==> src/rtl/ad9226_capture_seq.sv <==
`default_nettype none
// ============================================================================
// Module   : ad9226_capture_seq
// Brief    : Arms on a CFS start pulse, waits for an immediate or threshold
//            trigger, then writes a fixed number of (optionally decimated)
//            AD9226 samples into the DCFIFO write port.
//            Optional macro AD9226_SEQ_TAG_EN adds a first-sample flag and a
//            3-bit capture sequence number to the upper FIFO word bits.
// Revision : 1.0 - initial release
// ============================================================================
module ad9226_capture_seq #(
  parameter int DW    = 12,
  parameter int CNT_W = 16,
  parameter int DEC_W = 8,
  parameter int FW    = 16
) (
  input  logic             clk_i,
  input  logic             rstn_i,
  input  logic             start_i,
  input  logic             abort_i,
  input  logic [1:0]       trig_mode_i,
  input  logic [DW-1:0]    trig_level_i,
  input  logic [CNT_W-1:0] num_samples_i,
  input  logic [DEC_W-1:0] decim_i,
  input  logic [DW-1:0]    sample_i,
  input  logic             sample_vld_i,
  input  logic             fifo_full_i,
  output logic             fifo_wr_o,
  output logic [FW-1:0]    fifo_data_o,
  output logic             busy_o,
  output logic             done_o,
  output logic             ovf_o,
  output logic [1:0]       state_o
);

  localparam logic [1:0] c_IDLE    = 2'd0;
  localparam logic [1:0] c_ARM     = 2'd1;
  localparam logic [1:0] c_CAPTURE = 2'd2;
  localparam logic [1:0] c_DONE    = 2'd3;

  logic [1:0]       r_state;
  logic [1:0]       w_state_nxt;

  logic [1:0]       r_mode;
  logic [DW-1:0]    r_level;
  logic [CNT_W-1:0] r_num;
  logic [DEC_W-1:0] r_decim;

  logic [CNT_W-1:0] r_cnt;
  logic [DEC_W-1:0] r_dec_cnt;
  logic [DW-1:0]    r_prev;
  logic             r_prev_vld;

  logic             r_wr;
  logic [FW-1:0]    r_data;
  logic             r_ovf;

`ifdef AD9226_SEQ_TAG_EN
  logic [2:0]       r_seq;
`endif

  logic             w_start_ok;
  logic             w_trig;
  logic             w_arm_trig;
  logic             w_cap_vld;
  logic [DEC_W-1:0] w_dec_cur;
  logic [DEC_W-1:0] w_dec_nxt;
  logic             w_keep;
  logic             w_last;
  logic [DEC_W-1:0] w_decim_lat;
  logic [FW-1:0]    w_word;

  assign w_start_ok  = start_i && !abort_i && ((r_state == c_IDLE) || (r_state == c_DONE));
  assign w_decim_lat = (decim_i == '0) ? DEC_W'(1) : decim_i;

  // Threshold crossings need a previous valid sample; mode 3 behaves as immediate.
  always_comb begin
    w_trig = 1'b1;
    case (r_mode)
      2'd1:    w_trig = r_prev_vld && (r_prev < r_level) && (sample_i >= r_level);
      2'd2:    w_trig = r_prev_vld && (r_prev > r_level) && (sample_i <= r_level);
      default: w_trig = 1'b1;
    endcase
  end

  // The trigger sample itself goes through the capture path with a fresh decimation phase.
  assign w_arm_trig = (r_state == c_ARM) && sample_vld_i && w_trig;
  assign w_cap_vld  = ((r_state == c_CAPTURE) && sample_vld_i) || w_arm_trig;
  assign w_dec_cur  = (r_state == c_ARM) ? '0 : r_dec_cnt;
  assign w_dec_nxt  = (w_dec_cur == (r_decim - DEC_W'(1))) ? '0 : (w_dec_cur + DEC_W'(1));
  assign w_keep     = w_cap_vld && (w_dec_cur == '0) && (r_cnt != r_num);
  assign w_last     = w_keep && ((r_cnt + CNT_W'(1)) == r_num);

  always_comb begin
    w_word         = '0;
    w_word[DW-1:0] = sample_i;
`ifdef AD9226_SEQ_TAG_EN
    w_word[FW-1]      = (r_cnt == '0);
    w_word[FW-2:FW-4] = r_seq;
`endif
  end

  // State register
  always_ff @(posedge clk_i or negedge rstn_i) begin
    if (!rstn_i) begin
      r_state <= c_IDLE;
    end else begin
      r_state <= w_state_nxt;
    end
  end

  // Next-state logic
  always_comb begin
    w_state_nxt = r_state;
    if (abort_i) begin
      w_state_nxt = c_IDLE;
    end else begin
      case (r_state)
        c_IDLE, c_DONE: begin
          if (start_i) begin
            w_state_nxt = (num_samples_i == '0) ? c_DONE : c_ARM;
          end
        end
        c_ARM: begin
          if (w_arm_trig) begin
            w_state_nxt = w_last ? c_DONE : c_CAPTURE;
          end
        end
        c_CAPTURE: begin
          if (w_last) begin
            w_state_nxt = c_DONE;
          end
        end
        default: w_state_nxt = c_IDLE;
      endcase
    end
  end

  // State-decoded outputs
  always_comb begin
    busy_o  = (r_state == c_ARM) || (r_state == c_CAPTURE);
    done_o  = (r_state == c_DONE);
    state_o = r_state;
  end

  // Configuration, trigger history, counters and the FIFO write stage
  always_ff @(posedge clk_i or negedge rstn_i) begin
    if (!rstn_i) begin
      r_mode     <= '0;
      r_level    <= '0;
      r_num      <= '0;
      r_decim    <= '0;
      r_cnt      <= '0;
      r_dec_cnt  <= '0;
      r_prev     <= '0;
      r_prev_vld <= 1'b0;
      r_wr       <= 1'b0;
      r_data     <= '0;
      r_ovf      <= 1'b0;
`ifdef AD9226_SEQ_TAG_EN
      r_seq      <= '0;
`endif
    end else begin
      r_wr <= 1'b0;
      if (w_start_ok) begin
        r_mode     <= trig_mode_i;
        r_level    <= trig_level_i;
        r_num      <= num_samples_i;
        r_decim    <= w_decim_lat;
        r_ovf      <= 1'b0;
        r_cnt      <= '0;
        r_dec_cnt  <= '0;
        r_prev_vld <= 1'b0;
`ifdef AD9226_SEQ_TAG_EN
        r_seq      <= r_seq + 3'd1;
`endif
      end else if (!abort_i) begin
        if ((r_state == c_ARM) && sample_vld_i) begin
          r_prev     <= sample_i;
          r_prev_vld <= 1'b1;
        end
        if (w_cap_vld) begin
          r_dec_cnt <= w_dec_nxt;
        end
        // A dropped sample still consumes a slot so the window length is fixed.
        if (w_keep) begin
          r_cnt <= r_cnt + CNT_W'(1);
          if (fifo_full_i) begin
            r_ovf <= 1'b1;
          end else begin
            r_wr   <= 1'b1;
            r_data <= w_word;
          end
        end
      end
    end
  end

  assign fifo_wr_o   = r_wr;
  assign fifo_data_o = r_data;
  assign ovf_o       = r_ovf;

endmodule
`default_nettype wire

==> config.mk <==
export PLATFORM = sky130hd
export DESIGN_NAME = ad9226_capture_seq
export DESIGN_NICKNAME = d
export VERILOG_FILES = /design/src/rtl/ad9226_capture_seq.sv
export SDC_FILE = /design/constraint.sdc
export NUM_CORES = 1
export LEC_CHECK = 0
export BUFFER_PORTS_ARGS = -buffer_cell sky130_fd_sc_hd__buf_2
export CAP_MARGIN = 20
export CELL_PAD_IN_SITES_DETAIL_PLACEMENT = 0
export CELL_PAD_IN_SITES_GLOBAL_PLACEMENT = 2
export CORE_ASPECT_RATIO = 2
export CORE_UTILIZATION = 32
export DETAILED_ROUTE_END_ITERATION = 10
export PLACE_DENSITY_LB_ADDON = 0.1
export SETUP_SLACK_MARGIN = 0.5
export SLEW_MARGIN = 20
export SYNTH_ARGS = -nofsm -noshare
export SYNTH_HDL_FRONTEND = slang
export SYNTH_SLANG_ARGS = --single-unit
==> constraint.sdc <==
create_clock -name clk_i -period 3 [get_ports clk_i]
set_clock_uncertainty 0.05 [all_clocks]
set_input_delay 0.6 -clock clk_i [delete_from_list [all_inputs] [get_ports clk_i]]
set_output_delay 0.6 -clock clk_i [all_outputs]
set_load 0.05 [all_outputs]
* Word-level counts from Yosys, hierarchy flattened
Index checks and enable logic that the tools add are counted.
W data, S select, Z words.
** Word-level totals
- Flip-flop bits (word level) :: 91
- Bits of input ports :: 56
- Output and inout port bits :: 22
- Word-level logic and storage cells :: 94
** Operators by class
- $add $sub $neg :: 3
- Magnitude comparators :: 4
- Equality and inequality tests :: 12
- Muxes and demuxes :: 28
- Bitwise gates (word level) :: 3
- Reduce and logical (&&, ||, !) cells :: 32
** Operators by type and width (number)
- $mux W16 :: 3
- $mux W8 :: 6
- $add A16 B1 Y16 const B :: 1
- $eq A16 B16 Y1 :: 1
- $logic_not A16 Y1 :: 1
- $logic_not A8 Y1 :: 2
- $ne A16 B16 Y1 :: 1
- $ge A12 B12 Y1 :: 1
- $gt A12 B12 Y1 :: 1
- $le A12 B12 Y1 :: 1
- $logic_and A1 B1 Y1 :: 12
- $lt A12 B12 Y1 :: 1
- $mux W1 :: 12
- $mux W2 :: 5
- $ne A3 B3 Y1 const B :: 3
- $reduce_and A3 Y1 :: 3
- $add A8 B1 Y8 const B :: 1
- $eq A8 B8 Y1 :: 1
- $reduce_bool A2 Y1 :: 4
- $sub A8 B1 Y8 const B :: 1
- $eq A2 B2 Y1 const B :: 3
- $pmux W2 S3 :: 1
- $reduce_and A2 Y1 :: 3
- $eq A2 B1 Y1 const B :: 2
- 8 further kinds :: 12

* Logic depth before layout (Yosys ltp)
Gate-level depths: netlist of run 1.
- Word-level depth :: 13
- Depth in mapped cells :: 13
- Depth with buffers taken out :: 11

* Worst setup path before layout of run 1
Ideal clock, no wire load.
- Path type :: reg2reg
- Start :: reg r_state[0] (netlist: state_o[0])
- End :: reg r_data[10] (netlist: fifo_data_o[10])
- Setup time :: 125 ps
- Arrival :: 3173 ps
- Required time :: 2825 ps
- Path slack :: -348 ps
- Stages on the path, launching flop included :: 13
- Buffers on the path :: 3
- Period minus slack after synthesis :: 3348 ps
- Cells stage by stage :: dfrtp_1 > ha_1 > clkbuf_1 > inv_1 > nand2_1 > ha_1 > nand2_1 > a211o_1 > a211o_1 > or4_1 > buf_2 > buf_6 > mux2_4
** Between the ends
- Word-level cells in the longest chain between the ends :: 7
- Elaborated cells between the ends (all ways) :: 16
- Those cells by class :: eq/ne (3); mux (1); bitwise (1); reduce/logical (11)
** RTL lines
- start: declaration :: line 41 : logic [1:0] r_state;
- start signal: assignment :: line 106 : r_state <= c_IDLE;
- start signal: assignment :: line 108 : r_state <= w_state_nxt;
- parallel branches: the longest is 6 deep, another holds $mux W8
- $reduce_and A4 Y1 (no line) (*)
- end signal: assignment :: line 192 : r_data <= w_word;
- end: declaration :: line 55 : logic [FW-1:0] r_data;
Mark *: on every way between the ends.
A chain may end at the register's enable or synchronous reset.

* Worst setup path after layout of run 1
- Start :: reg r_level[1]
- End :: reg r_data[8] (netlist: fifo_data_o[8])
** Between the ends
- Word-level cells in the longest chain between the ends :: 9
- Elaborated cells between the ends (all ways) :: 14
- Those cells by class :: order compare (4); mux (1); reduce/logical (9)
** RTL lines
- start: declaration :: line 45 : logic [DW-1:0] r_level;
- start signal: assignment :: line 167 : r_level <= trig_level_i;
- $gt A12 B12 Y1 / $lt A12 B12 Y1 (equally long branches) :: line 81, 80
- $logic_and A1 B1 Y1, on equally long branches (2 in a row) :: line 81, 80
- $pmux W1 S2 (*) :: line 79 : case (r_mode)
- $logic_and A1 B1 Y1 (*) :: line 87 : assign w_arm_trig = (r_state == c_ARM) && sample_vld_i && w_trig;
- $logic_or A1 B1 Y1 (*) :: line 88 : assign w_cap_vld = ((r_state == c_CAPTURE) && sample_vld_i) || w_arm_trig;
- $logic_and A1 B1 Y1 (*) (2 in a row) :: line 91 : assign w_keep = w_cap_vld && (w_dec_cur == '0) && (r_cnt != r_num);
- $reduce_and A4 Y1 (no line) (*)
Every way passes the cells marked *; elsewhere a longest branch is shown, timed or not.

==> impl_results.md, run 1 <==
- R2R Setup Slk: -110 ps
- Slew Viols, Final: 0
- WL final: 18.2 mm
- Largest family of logic cells by synthesized area: simple AND/OR/NAND/NOR gates
- Final Setup Violations: 13
- Mux cell area share after synthesis: 0.0584
- Slew margin rel.: 0.565
- Synth cell types: 58
- Share of cells above drive strength 1: 0.393
- Xor/xnor cell area share of the yosys netlist: 0.0537
- Max Cap Viol: 0
- CP peak stage delay: 550 ps
- Violated checks: setup timing
- WP data required: 3190 ps
- Non-Filler Instances: 944
- P_leak: 3.43 nW
- RSZ-0062 raised after global routing: true
- Measured slew at the worst slew-check pin: 652 ps
- Highest Clock Rate: 321 MHz
- # rows: 67
- Initial core utilization: 0.329
- Io pins: 78
- Async SR Flop Fraction: 1.00
- CP arrival: 3300 ps
- Worst setup path end: fifo_data_o[8]
- First-pass GRT wire length: 28.1 mm
- Most common cell after layout, fill and taps aside: nand2_1
- Worst r2r path cells: 11
- Post-synthesis cell count: 612
- Worst Setup SP: r_level[1]
- Via density: 5.28
- Clock sinks: 91
- Vias in the first global route: 5270
- Final worst setup slack: -114 ps
- DRT iter0 DRCs: 166
- Seq/Total Area, Yosys: 0.410
- Global Route Usage Sum: 0.211
- Crit-path cells: inv_2 -> ha_4 -> nor2b_4 -> o211ai_1 -> a21oi_1 -> o311a_1 -> o22a_1 -> a211o_1 -> or4_4 -> buf_12 -> mux2_4
- Hold Violations, Final: 0
- Gp weighted congestion: 0.882
- Die width: 95.1 microns
- Initial antenna violation count: 0
- DRC Markers: 0
- Detail Route Antenna Nets: 0
- Adder-cell share of the synthesized area: 0.0744
- Clock root buffer: clkbuf_16
- Post-DP HPWL: 13.3 mm
- Total core area: 0.0168 sq mm
- Synth Flop Type: dfrtp_1
- Max clock buf depth: 2
- CTS clk-pin slew, worst paths: 70 ps
- CTS tree: yes
- Final worst-path cycle share: 1.04
- Total grt overflow: 0
- Syn Area/Cell: 9.07 sq um
- DRT Pass-1 Iters: 4
- Number of port buffers: 73
- Power Total: 7.06 mW
- Yosys reg bits: 91
- Vias: 4984
- Mapped cell area: 0.00555 sq mm
- Power Dens Cells: 926 mW/mm^2
- CP Class: reg -> reg
- Status: complete, but fails checks
- Worst-Skew Late Latency: 350 ps
- Multi-input logic area: 0.00361 sq mm
- Number of flops mapped to enable cells by yosys: 0
- Vert. Die Dim: 188 microns
- Worst min-delay path class: in -> async
- VDD IR max: 0.425 mV
- DR WL/cell: 19.3 microns
- Fin nets: 821
- Dpl cells: 902
- Worst R2R Start: r_level[1]
- CP startpoint kind: register
- Largest net degree at the start of global routing: 48
- RR Endpoint: fifo_data_o[8]
- Critical path capture point type: register
- Min Tclk post-route: 3110 ps
- Commonest non-fill, non-tap cells in the layout: 112 x nand2_1, 81 x dfrtp_1, 72 x buf_2
- Yosys warning total: 0
- Area delta synth->final: 37.3%
- CP max stage cell: or4_4
- DIE AREA: 0.0179 sq mm
- Fillers: 1647
- CTS Buf Count: 9
- Storage element area: 0.00229 sq mm
- # diodes: 0
- Crit Path Max Fanout: 7
- H-tree levels: 3
- Simple-gate share of the synthesized area: 0.213
- Complex-gate fraction of the synthesized area: 0.139
[final cells by class]
type,count,share of cell area
Multi-Input combinational cell,457,0.474
Sequential cell,91,0.301
Timing Repair Buffer,138,0.135
Tap cell,207,0.0340
Clock buffer,10,0.0301
Inverter,35,0.0172
Clock inverter,6,0.00854
[stage by stage]
| stage | setup TNS, ps | utilization | hold slack (ps) | worst slack (ps) | instance area [sq um] |
|---|---|---|---|---|---|
| 2_1_floorplan | -2330 | - | 254 | -237 | 5700 |
| 3_3_place_gp | -6030 | 0.384 | 423 | -357 | 6460 |
| 3_5_place_dp | -7080 | 0.384 | 434 | -408 | 6460 |
| 4_1_cts | -700 | 0.425 | 242 | -66.0 | 7160 |
| 5_1_grt | -3180 | 0.452 | 254 | -232 | 7620 |
| 6_report | -1180 | 0.452 | 210 | -114 | 7620 |
[sequential cells by signal (all words and copies together), names as in the netlist]
| name | count |
|---|---|
| state_o | 2 |
| ovf_o | 1 |
| r_cnt | 16 |
| r_prev | 12 |
| r_mode | 2 |
| r_prev_vld | 1 |
| r_decim | 8 |
| r_dec_cnt | 8 |
| r_level | 12 |
| fifo_data_o | 12 |
| fifo_wr_o | 1 |
| r_num | 16 |
[worst min path at each step]
stage | startpoint | to | slack, ps | depth (start not counted)
after floorplan | rstn_i | fifo_data_o[0] | 250 | 0
after global placement | ovf_o | ovf_o | 420 | 1
after detailed placement | ovf_o | ovf_o | 430 | 1
after CTS | rstn_i | fifo_data_o[3] | 240 | 1
after global routing | rstn_i | fifo_data_o[3] | 250 | 1
final | rstn_i | fifo_data_o[3] | 210 | 1
[worst max-delay path: cells and delay by family, from the launching register on]
| kind | cells | cell delay [ps] |
|---|---|---|
| fa+ha+maj | 1 | 200 |
| compound gates | 5 | 1140 |
| mux | 1 | 290 |
| simple gates | 2 | 670 |
| buf+inv | 2 | 260 |
| flops | 1 | 380 |
[cell families after synthesis]
family	count (synthesis)
mux	26
xor+xnor	34
simple gates	241
fa+ha+maj	33
flops	91
other cells	1
buf+inv	67
compound gates	119
[power breakdown]
group	total (mW)	internal (mW)	switching [mW]	leakage, nW
sequential	2.06	1.66	0.400	1.16
combinational	3.82	1.69	2.13	2.13
clock	1.17	0.649	0.520	0.143
total	7.06	4.00	3.05	3.43
[timing repair]
action / 4_1_cts / 5_1_grt
endpoints found under the setup margin: 40 / 40
hold buffers: 0 / 0
resized for setup: 56 / 74
pin swaps: 17 / 30
gates cloned: 4 / 0
setup buffers: 11 / 11
[cells in the mapped netlist (5+ instances only)]
cell type,n,area (sq um)
a211o_1,5,43.8
a21oi_1,31,155
a31oi_1,6,37.5
and3_1,8,50.1
buf_2,6,30.0
clkbuf_1,21,78.8
dfrtp_1,91,2280
ha_1,33,413
inv_1,35,131
mux2_2,14,158
mux2_4,9,135
nand2_1,117,439
nand2b_1,8,50.1
nand3_1,17,85.1
nand4_1,14,87.6
nor2_1,20,75.1
nor2b_1,6,37.5
nor3b_1,5,37.5
nor4_1,13,81.3
o211ai_1,11,82.6
o21ai_0,30,150
o31ai_1,11,82.6
or4_1,16,120
xnor2_1,28,245
xor2_1,6,52.6
[per-layer routing]
layer	routed length [microns]	vias up	track usage
met5	0	-	0
met2	10700	86	0.423
met4	668	0	0.0909
met1	6330	2459	0.201
li1	-	2409	-
met3	499	30	0.0262
No activity file was read; power rests on OpenSTA's default activity.
==> run 2: changes to the inputs <==
CORE_MARGIN = 4   (was not set)
CORE_UTILIZATION = 33   (was 32)
CTS_BUF_LIST = sky130_fd_sc_hd__clkbuf_8   (was not set)
==> impl_results.md, run 2 (synthesis gave the netlist of run 1 again) <==
- Status: complete, but fails checks
- Violated checks: setup timing
- CP max stage cell: or4_4
- Hold Violations, Final: 0
- Most common cell after layout, fill and taps aside: nand2_1
- DRT Pass-1 Iters: 4
- Largest net degree at the start of global routing: 53
- Io pins: 78
- Gp weighted congestion: 0.884
- Setup TNS Final: -1080 ps
- Slew Viols, Final: 0
- CTS Buf Count: 9
- Post-CTS Hold Buffers: 0
- Highest Clock Rate: 321 MHz
- Vias in the first global route: 5239
- CTS clk-pin slew, worst paths: 90 ps
- Finished Cell Area: 0.00724 sq mm
- VDD IR max: 0.330 mV
- Post-DP HPWL: 13.2 mm
- CTS tree: yes
- Detail Route Antenna Nets: 0
- Slew margin rel.: 0.564
- Worst r2r path cells: 11
- Number of port buffers: 73
- Initial antenna violation count: 0
- WP data required: 3210 ps
- Crit Path Max Fanout: 7
- Area delta synth->final: 30.5%
- Clock root buffer: clkbuf_8
- Min Tclk post-route: 3110 ps
- Worst-Skew Late Latency: 370 ps
- H-tree levels: 3
- Commonest non-fill, non-tap cells in the layout: 114 x nand2_1, 85 x dfrtp_1, 72 x buf_2
- Vert. Die Dim: 191 microns
- CP Class: reg -> reg
- Global Route Usage Sum: 0.189
- Share of cells above drive strength 1: 0.346
- Fin nets: 815
- Critical path capture point type: register
- # diodes: 0
- CP startpoint kind: register
- P_leak: 3.32 nW
- Max Cap Viol: 0
- DR WL/cell: 19.1 microns
- Max clock buf depth: 2
- Hold WS: 160 ps
- Vias: 4903
- # rows: 66
- Crit-path cells: inv_2 -> ha_4 -> nor2b_1 -> o211ai_1 -> a21oi_1 -> o311a_1 -> o22a_1 -> a211o_1 -> or4_4 -> buf_12 -> mux2_4
- Setup WS pre-CTS: -419 ps
- Initial core utilization: 0.338
- Total grt overflow: 0
- Final Setup Violations: 13
- Clock power frac: 0.133
- Worst Setup SP: r_level[1]
- Clock sinks: 91
- DRT iter0 DRCs: 116
- Total core area: 0.0164 sq mm
- Via density: 5.24
- Worst R2R Start: r_level[1]
- Dpl cells: 902
- CP peak stage delay: 580 ps
- Sw Pwr: 2.83 mW
- Die width: 99.7 microns
- Cell-internal power: 3.57 mW
- Dpl cell area: 0.00648 sq mm
- DRC Markers: 0
- Final worst setup slack: -111 ps
- DIE AREA: 0.0191 sq mm
- Gate power share: 0.545
- First-pass GRT wire length: 27.6 mm
- CP arrival: 3320 ps
- WL final: 17.8 mm
- Non-Filler Instances: 935
- Sequential Power Share: 0.322
- Power Dens Cells: 884 mW/mm^2
- Final worst-path cycle share: 1.04
- Largest registers: r_cnt: 16 flops, r_num: 16 flops
- Measured slew at the worst slew-check pin: 654 ps
- Sw Ratio: 0.443
- RSZ-0062 raised after global routing: true
- Worst min-delay path class: in -> async
-- run 2: changes by cell type in the layout (fill, tap and decap cells not counted), moves of 3 or more --
cell       delta
buf_6         -5
clkbuf_16     -9
clkbuf_8     +10
dfrtp_1       +4
dfrtp_2       -4
ha_1          +3
ha_4          -3
nand2_2       -3
nand3_1       +5
nand3_2       -3
o31ai_1       +3
o31ai_2       -3
-- run 2: cell type report --
cell class | count | area, sq um
fill | 1661 | 9190
multi-input combinational | 458 | 3430
sequential | 91 | 2280
timing repair buffer | 131 | 946
tap | 204 | 255
clock buffer | 10 | 138
inverter | 35 | 131
clock inverter | 6 | 56.3
-- run 2: worst paths after layout --
path / slack (ps) / to
setup reg to reg: -110 / fifo_data_o[9]
max in group asynchronous: 2030 / r_cnt[3]
min in group clk_i: 380 / r_num[10]
hold / removal: 160 / fifo_data_o[5]
hold reg to reg: 440 / ovf_o
setup / recovery: -110 / fifo_data_o[9]
-- run 2: metrics by stage --
step	power, mW	util
after floorplan	4.08	-
after global placement	5.07	0.395
after detailed placement	5.11	0.395
after CTS	6.33	0.428
after global routing	6.90	0.441
final	6.40	0.441
-- run 2: repair_timing --
| item | 4_1_cts | 5_1_grt |
|---|---|---|
| setup buffers | 10 | 3 |
| gates resized for setup | 52 | 29 |
| pin swaps | 18 | 8 |
| gates cloned | 3 | 1 |
| setup endpoints to repair | 40 | 42 |
-- run 2: critical path, delay by kind of cell, from the launching register on --
kind | cells | cell delay, ps
buffers and inverters | 2 | 250
flip-flops | 1 | 380
adder cells (fa/ha/maj) | 1 | 190
AO/OA/AOI/OAI | 5 | 1120
multiplexers | 1 | 300
AND/OR/NAND/NOR | 2 | 700
-- run 2: per-layer routing --
layer  part of all wire  vias to the layer above  routed length [microns]  global-route usage
li1                   -                     2398                        -                   -
met1               0.36                     2384                     6340               0.184
met2               0.57                       91                    10200               0.373
met3              0.029                       30                      510              0.0259
met4              0.045                        0                      799              0.0931
met5                  0                        -                        0                   0
-- run 2: power groups by stage --
stage / Combinational [mW] / Sequential, mW / Clock (mW)
after floorplan: 1.88 / 2.20 / 0
after global placement: 3.01 / 2.06 / 0
after detailed placement: 3.04 / 2.07 / 0
after CTS: 3.37 / 2.06 / 0.895
after global routing: 3.87 / 2.11 / 0.929
final: 3.49 / 2.06 / 0.849
==> run 3: changes to the inputs <==
TNS_END_PERCENT = 50   (was not set)
==> impl_results.md, run 3 (synthesis gave the netlist of run 1 again) <==
- Detail Route Antenna Nets: 0
- Buf/Inv on CP: 2
- RSZ-0062 raised after global routing: true
- DIE AREA: 0.0191 sq mm
- Min Tclk post-route: 3070 ps
- Fillers: 1644
- Vias: 4995
- Commonest non-fill, non-tap cells in the layout: 115 x nand2_1, 89 x dfrtp_1, 72 x buf_2
- Worst-Skew Late Latency: 380 ps
- Max clock buf depth: 2
- Largest net degree at the start of global routing: 55
- CP max stage cell: or4_4
- DR WL/cell: 18.7 microns
- CP delay by family, top: compound AO/OA/AOI/OAI gates
- WL final: 17.8 mm
- Highest Clock Rate: 325 MHz
- DRT Pass-1 Iters: 5
- H-tree levels: 3
- Storage element area: 0.00228 sq mm
- Total core area: 0.0164 sq mm
- Final Setup Violations: 12
- Vias in the first global route: 5397
- Most common cell after layout, fill and taps aside: nand2_1
- Post-DP HPWL: 13.8 mm
- Crit Path Max Fanout: 7
- Share of cells above drive strength 1: 0.334
- Area delta synth->final: 30.6%
- Violated checks: setup timing
- CTS Buf Count: 9
- Die width: 99.7 microns
- Vert. Die Dim: 191 microns
- Measured slew at the worst slew-check pin: 582 ps
- CTS clk-pin slew, worst paths: 90 ps
- Initial antenna violation count: 0
- Gp weighted congestion: 0.904
- CTS tree: yes
- # rows: 66
- Final worst-path cycle share: 1.02
- Slew margin rel.: 0.612
- Clock sinks: 91
- # diodes: 0
- Power Total: 6.45 mW
- First-pass GRT wire length: 28.5 mm
- CP peak stage delay: 540 ps
- Power Dens Cells: 890 mW/mm^2
- Clock root buffer: clkbuf_8
- DRT iter0 DRCs: 126
- Worst min-delay path class: in -> async
- CP arrival: 3280 ps
- Global Route Usage Sum: 0.195
- Final worst setup slack: -72.7 ps
- Max Cap Viol: 0
- Status: complete, but fails checks
- CP startpoint kind: register
- Slew Viols, Final: 0
- Largest registers: r_cnt: 16 flops, r_num: 16 flops
- DRC Markers: 0
- P_leak: 3.39 nW
- Post-CTS Hold Buffers: 0
- Number of port buffers: 73
- CP Class: reg -> reg
- Critical path capture point type: register
- Multi-input logic area: 0.00334 sq mm
- Setup WS pre-CTS: -438 ps
- Io pins: 78
- Total grt overflow: 0
- WP data required: 3210 ps
- Crit-path cells: inv_2 -> ha_4 -> nor2b_4 -> o211ai_1 -> a21oi_1 -> o311a_1 -> o22a_1 -> a211o_1 -> or4_4 -> buf_12 -> mux2_4
- Hold Violations, Final: 0
- Via density: 5.24
- Fin nets: 833
- Initial core utilization: 0.338
- VDD IR max: 0.480 mV
[run 3: cell count changes in the layout (fill, tap and decap cells not counted), moves of 4 or more]
| cell | before | now |
|---|---|---|
| dfrtp_1 | 85 | 89 |
| a31oi_4 | 4 | 0 |
| dfrtp_2 | 6 | 2 |
| or4_4 | 10 | 4 |
| or4_1 | 6 | 12 |
| a21oi_1 | 21 | 27 |
| buf_4 | 47 | 70 |
| a21oi_2 | 10 | 4 |
[run 3: what timing repair did]
item,4_1_cts,5_1_grt
setup endpoints to repair,40,45
pin swaps,29,3
setup buffers,2,1
resized for setup,62,15
gates cloned,2,0
[run 3: cell type report]
cell class | instances | share of cell area
clock buffer | 11 | 0.0209
clock inverter | 5 | 0.00725
inverter | 35 | 0.0181
multi-input combinational | 457 | 0.461
sequential | 91 | 0.315
tap | 204 | 0.0352
timing repair buffer | 150 | 0.143
[run 3: layer usage]
metal	part of all wire	up-vias	track usage
li1	-	2426	-
met4	0.054	0	0.117
met1	0.35	2428	0.192
met3	0.023	40	0.0205
met2	0.58	101	0.378
met5	0	-	0
[run 3: per-stage QoR]
stage	cell area, sq um	instances	util	setup TNS [ps]	hold slack, ps
floorplan	5590	615	-	-2360	254
global route	7250	953	0.441	-1960	167
CTS	7140	952	0.434	-587	139
detailed placement	6610	932	0.402	-8130	434
global placement	6610	932	0.402	-6850	421
finish	7250	953	0.441	-529	133
[run 3: final timing paths]
kind / start / to / slack, ps / depth (start not counted)
max in group asynchronous: rstn_i / state_o[1] / 2070 / 2
worst max-delay path: r_level[1] / fifo_data_o[9] / -70 / 11
worst min-delay path: rstn_i / fifo_data_o[6] / 130 / 1
worst min register to register: ovf_o / ovf_o / 450 / 1
min in group clk_i: num_samples_i[7] / r_num[7] / 360 / 3
worst max register to register: r_level[1] / fifo_data_o[9] / -70 / 11
[run 3: where the power goes]
part	switching (mW)	internal, mW	total [mW]
logic	2.03	1.53	3.56
clock network	0.460	0.427	0.887
registers	0.351	1.66	2.01
total	2.84	3.61	6.45
[run 3: worst reg2reg max path: cells and delay by family (launching register included)]
| family | cells | cell delay (ps) |
|---|---|---|
| AO/OA/AOI/OAI | 5 | 1110 |
| flip-flops | 1 | 380 |
| buffers and inverters | 2 | 250 |
| multiplexers | 1 | 300 |
| AND/OR/NAND/NOR | 2 | 660 |
| adder cells (fa/ha/maj) | 1 | 200 |
